### src/rtl/pmem_arbiter.sv
// ============================================================================
// Module   : pmem_arbiter
// Brief    : Shares the single physical-memory port between the I-cache and
//            the D-cache. Grants one requester at a time, latches its command
//            and forwards the completion back to the owner. Ties alternate
//            round-robin so neither cache starves.
// Revision : 1.0 - initial release
// ============================================================================
`default_nettype none

module pmem_arbiter (
  input  logic         clk,
  input  logic         reset,

  // I-cache side
  input  logic         imem_read,
  input  logic [15:0]  imem_address,
  output logic [127:0] imem_rdata,
  output logic         imem_resp,

  // D-cache side
  input  logic         dmem_read,
  input  logic         dmem_write,
  input  logic [15:0]  dmem_address,
  input  logic [127:0] dmem_wdata,
  output logic [127:0] dmem_rdata,
  output logic         dmem_resp,

  // Physical memory side
  output logic         pmem_read,
  output logic         pmem_write,
  output logic [15:0]  pmem_address,
  output logic [127:0] pmem_wdata,
  input  logic [127:0] pmem_rdata,
  input  logic         pmem_resp
);

  typedef enum logic [0:0] {
    ST_IDLE = 1'b0,
    ST_BUSY = 1'b1
  } state_t;

  // Requester identity encoding used by the grant and last-winner registers
  localparam logic c_GNT_I = 1'b0;
  localparam logic c_GNT_D = 1'b1;

  state_t         r_state;
  state_t         w_state_nxt;
  logic           r_gnt;
  logic           r_last;
  logic           r_op_read;
  logic           r_op_write;
  logic [15:0]    r_addr;
  logic [127:0]   r_wdata;

  logic           w_i_req;
  logic           w_d_req;
  logic           w_load;
  logic           w_win;
  logic           w_busy;

  assign w_i_req = imem_read;
  assign w_d_req = dmem_read | dmem_write;
  assign w_busy  = (r_state == ST_BUSY);

  // Next-state and grant decision; a tie goes to whoever was not granted last
  always_comb begin
    w_state_nxt = r_state;
    w_load      = 1'b0;
    w_win       = c_GNT_I;
    case (r_state)
      ST_IDLE: begin
        if (w_i_req || w_d_req) begin
          w_load      = 1'b1;
          w_state_nxt = ST_BUSY;
          if (w_i_req && w_d_req) begin
            w_win = (r_last == c_GNT_I) ? c_GNT_D : c_GNT_I;
          end else begin
            w_win = w_d_req ? c_GNT_D : c_GNT_I;
          end
        end
      end
      ST_BUSY: begin
        if (pmem_resp) begin
          w_state_nxt = ST_IDLE;
        end
      end
      default: w_state_nxt = ST_IDLE;
    endcase
  end

  // State, grant bookkeeping and command latch; requester inputs are only
  // sampled on the grant edge so later changes cannot disturb the transfer
  always_ff @(posedge clk) begin
    if (reset) begin
      r_state    <= ST_IDLE;
      r_gnt      <= c_GNT_I;
      r_last     <= c_GNT_I;
      r_op_read  <= 1'b0;
      r_op_write <= 1'b0;
      r_addr     <= '0;
      r_wdata    <= '0;
    end else begin
      r_state <= w_state_nxt;
      if (w_load) begin
        r_gnt  <= w_win;
        r_last <= w_win;
        if (w_win == c_GNT_D) begin
          // A writeback wins over a simultaneous read from the D-cache
          r_op_write <= dmem_write;
          r_op_read  <= ~dmem_write;
          r_addr     <= dmem_address;
          r_wdata    <= dmem_wdata;
        end else begin
          r_op_write <= 1'b0;
          r_op_read  <= 1'b1;
          r_addr     <= imem_address;
        end
      end
    end
  end

  // Strobes only while a transfer is owned; op_read/op_write are exclusive
  assign pmem_read    = w_busy & r_op_read;
  assign pmem_write   = w_busy & r_op_write;
  assign pmem_address = r_addr;
  assign pmem_wdata   = r_wdata;

  // Read data is broadcast; only the completion pulse is steered by the grant
  assign imem_rdata = pmem_rdata;
  assign dmem_rdata = pmem_rdata;
  assign imem_resp  = w_busy & pmem_resp & ~reset & (r_gnt == c_GNT_I);
  assign dmem_resp  = w_busy & pmem_resp & ~reset & (r_gnt == c_GNT_D);

endmodule

`default_nettype wire

### config.mk
export PLATFORM = sky130hd
export DESIGN_NAME = pmem_arbiter
export DESIGN_NICKNAME = d
export VERILOG_FILES = /design/src/rtl/pmem_arbiter.sv
export SDC_FILE = /design/constraint.sdc
export NUM_CORES = 1
export LEC_CHECK = 0
export ABC_AREA = 1
export BUFFER_PORTS_ARGS = -buffer_cell sky130_fd_sc_hd__buf_2
export CAP_MARGIN = 20
export CORE_AREA = 2 2 272 274
export DETAILED_ROUTE_END_ITERATION = 7
export DIE_AREA = 0 0 274 276
export GPL_ROUTABILITY_DRIVEN = 0
export PLACE_DENSITY_LB_ADDON = 0.05
export SYNTH_ARGS = -nofsm -noshare
export SYNTH_HDL_FRONTEND = slang
export SYNTH_SLANG_ARGS = --single-unit
### constraint.sdc
create_clock -name clk -period 2.86 [get_ports clk]
set_input_delay 0.286 -clock clk [delete_from_list [all_inputs] [get_ports clk]]
set_output_delay 0.286 -clock clk [all_outputs]
set_load 0.05 [all_outputs]
==> run_results.csv <==
group,metric,value,unit
power_and_ir_drop,vdd_drop_max,240.6,uV
detailed_routing,drtIter0Drc,121,
status,status,"finished clean",
detailed_routing,drt_pass1_iterations,4,
hold_path,min_path_type,"in2reg",
power_and_ir_drop,switching_power,2.790,mW
floorplan,die_w,274,um
detailed_routing,wl_met1,12.48,mm
power_and_ir_drop,swShare,40.76,%
hold_path,hold_depth,3,
finish,instances_no_fill,2088,
detailed_routing,drc_errors,0,
global_route,grt_pass1_wl,48.89,mm
synth,synth_top_area_share,39.89,%
clocking,clockBufferDepth,2,
clocking,clk_pin_slew_worst_paths,0.07,ns
timing,final.period_utilization,71.45,%
clocking,clock_latency,0.48,ns
job,maxCapViolCount,0,
worst_setup_path,critPathKind,"reg2reg",
detailed_routing,wl,35.07,mm
worst_setup_path,reg2reg_to,"pmem_wdata[81]",
floorplan,floorplan.io_pins,698,
hold_path,hold_end,"pmem_wdata[40]",
finish,finalNetCount,1409,
worst_setup_path,cp_common_cell,"nor2_1",
detailed_routing,highest_layer,"met5",
synth,ys_seq_area_share,39.89,%
worst_setup_path,arrival,2.45,ns
global_route,grt_max_degree,88,
hold_path,hold_path_startpoint,"dmem_wdata[40]",
timing,slew_violations,0,
finish,drive_gt1_share,32.06,%
synth,syn-instance-count,984,
finish,finalCoreUtilization,13.26,%
global_route,gr-total-overflow,0,
clocking,post_cts_buffers,0,
floorplan,coreArea,72590,um2
timing,finalHoldViolations,0,
detailed_routing,wl_per_cell,16.80,um
finish,syn2layout_area_growth,29.55,%
synth,yosysWarningCount,0,
power_and_ir_drop,seq_power_share,35.6,%
placed_design,dpl.cell_count,1957,
global_route,grt_pass1_vias,6776,
synth,syn_area,7427,um2
worst_setup_path,cp-start-kind,"flop",
detailed_routing,met2_length,16.10,mm
synth,yosys-top-cells-area,"dfxtp_1 40%, buf_4 26%, nor2_1 13%, o21ai_0 8.4%, nand2_1 2.1%",
worst_setup_path,rrSetupSlack,0.82,ns
floorplan,dieHeight,276,um
timing,setup_ws,0.8166,ns
floorplan,die_area,75620,um2
detailed_routing,vias_per_cell,3.074,
clocking,cts_buffers,17,
detailed_routing,ant_nets,0,
worst_setup_path,crit_chain,"nand2_2, nand3_4, buf_4, nor2_1, nor2_1",
timing,slew_headroom,45.80,%
timing,fin_setup_tns,0,ns
synth,yosys.area.top_type,"dfxtp_1",
synth,syn_nets,1278,
clocking,cts_tree,"built",
power_and_ir_drop,p_comb_share,30.7,%
worst_setup_path,critical_path_required,3.26,ns
detailed_routing,vias,6419,
timing,setup_viol,0,
timing,tightest_slew,0.8130,ns
worst_setup_path,cp_max_fo,55,
timing,holdWs,0.05129,ns
synth,ys_ff_latch,148,
power_and_ir_drop,p_leak,4.479,nW
timing,finClkSkew,0.01685,ns
global_route,antenna_found_initial,13,
placed_design,portBuffers,313,
worst_setup_path,slowest_delay,0.61,ns
timing,period_minus_slack,2.043,ns
placed_design,hpwl,25.40,mm
power_and_ir_drop,p_clk_share,33.7,%
timing,grt_setup_unrepaired,"no",
clocking,htreeDepth,4,
detailed_routing,routed-wl-met3,4.428,mm
floorplan,num_rows,99,
power_and_ir_drop,power_density,711.3,nW/um2
power_and_ir_drop,cell_internal_pwr,4.054,mW
floorplan,initial_core_util,10.23,%
synth,synthDistinctLibCells,20,
placed_design,post-place-ws,0.7899,ns
worst_setup_path,endpoint_kind,"flop",
clocking,clock_sinks,148,
worst_setup_path,reg2reg_depth,5,
synth,synth_area_per_cell,7.548,um2
timing,clock.fmax,489.4,MHz
worst_setup_path,cpMaxStageDelayCell,"buf_4",
worst_setup_path,r2r_start,"r_last",
clocking,cts_root_buf,"clkbuf_16",
global_route,grt_usage,9.128,%
==> synth_stat cells <==
cell type / count
buf_4: 261
nor2_1: 260
dfxtp_1: 148
o21ai_0: 125
nand2_1: 41
inv_1: 39
buf_2: 20
nand3_1: 18
a21oi_1: 17
clkbuf_1: 16
nand4_1: 16
buf_6: 7
buf_1: 4
nand2_2: 3
o21ai_1: 3
inv_2: 2
a21oi_2: 1
nor2_2: 1
nor2_4: 1
o22ai_1: 1
==> what timing repair did <==
| item | CTS | global route |
|---|---|---|
| endpoints found under the hold margin | 98 | 0 |
| gates resized for setup | 0 | 0 |
| hold buffers | 98 | 0 |
==> how the worst max path moves through the flow <==
stage	slack [ns]	from	depth (start not counted)	to
floorplan	1.21	reset	4	dmem_resp
global placement	0.82	dmem_write	7	pmem_wdata[89]
detailed placement	0.79	dmem_write	7	pmem_wdata[81]
CTS	0.78	r_last	5	pmem_wdata[81]
global route	0.63	r_last	5	pmem_wdata[81]
finish	0.82	r_last	5	pmem_wdata[81]
==> per-layer routing <==
metal	GRT usage [%]	up-vias
li1	-	3091
met1	8.700	2831
met2	14.48	336
met3	5.906	145
met4	5.825	16
met5	0.3209	-
==> power by group through the flow <==
stage	logic, mW	clock network (mW)	registers (mW)
6_report	2.10	2.31	2.44
5_1_grt	2.28	2.57	2.47
4_1_cts	2.17	2.51	2.44
3_5_place_dp	2.05	0	2.48
3_3_place_gp	2.07	0	2.49
2_1_floorplan	1.50	0	3.34
==> cells in the final DEF, fill, tap and decap left out, types with 7 or more instances in the layout <==
| master | instances |
|---|---|
| buf_2 | 313 |
| clkbuf_16 | 17 |
| a21oi_1 | 17 |
| inv_1 | 38 |
| dlygate4sd3_1 | 98 |
| dfxtp_1 | 148 |
| nand4_1 | 16 |
| o21ai_0 | 125 |
| buf_4 | 7 |
| nand3_1 | 17 |
| nor2_1 | 260 |
| nand2_1 | 41 |
==> through the flow <==
| stage | instance area, um2 | total power, mW |
|---|---|---|
| 2_1_floorplan | 7427 | 4.841 |
| 3_3_place_gp | 8088 | 4.557 |
| 3_5_place_dp | 8088 | 4.534 |
| 4_1_cts | 9614 | 7.122 |
| 5_1_grt | 9617 | 7.314 |
| 6_report | 9622 | 6.844 |
==> worst max-delay path, delay by kind of cell, from the launching register on <==
kind / cells / cell delay (ns)
buffers and inverters: 1 / 0.61
flip-flops: 1 / 0.39
AND/OR/NAND/NOR: 4 / 0.84
==> cell families (layout without fill, tap and decap cells) <==
logic type	Yosys count	after routing	share of synthesized area (%)
buffers and inverters	349	491	31.87
and+or+nand+nor	340	340	18.26
DFF	148	148	39.89
AOI/OAI and AO/OA	147	147	9.973
other	0	3	0
==> area by class of cell <==
type / instances / area [um2]
antenna: 3 / 7.507
clock buffer: 19 / 442.9
clock inverter: 11 / 102.6
fill: 8524 / 62970
inverter: 41 / 156.4
multi-input combinational: 487 / 2110
sequential: 148 / 2963
tap: 959 / 1200
timing repair buffer: 420 / 2640
==> flip-flops by register name, summed over array words and instances (netlist names) <==
register and count:
pmem_wdata 128, pmem_address 16, r_last 1, r_op_read 1
r_op_write 1, r_state 1
Power figures use the tool's default switching activity.
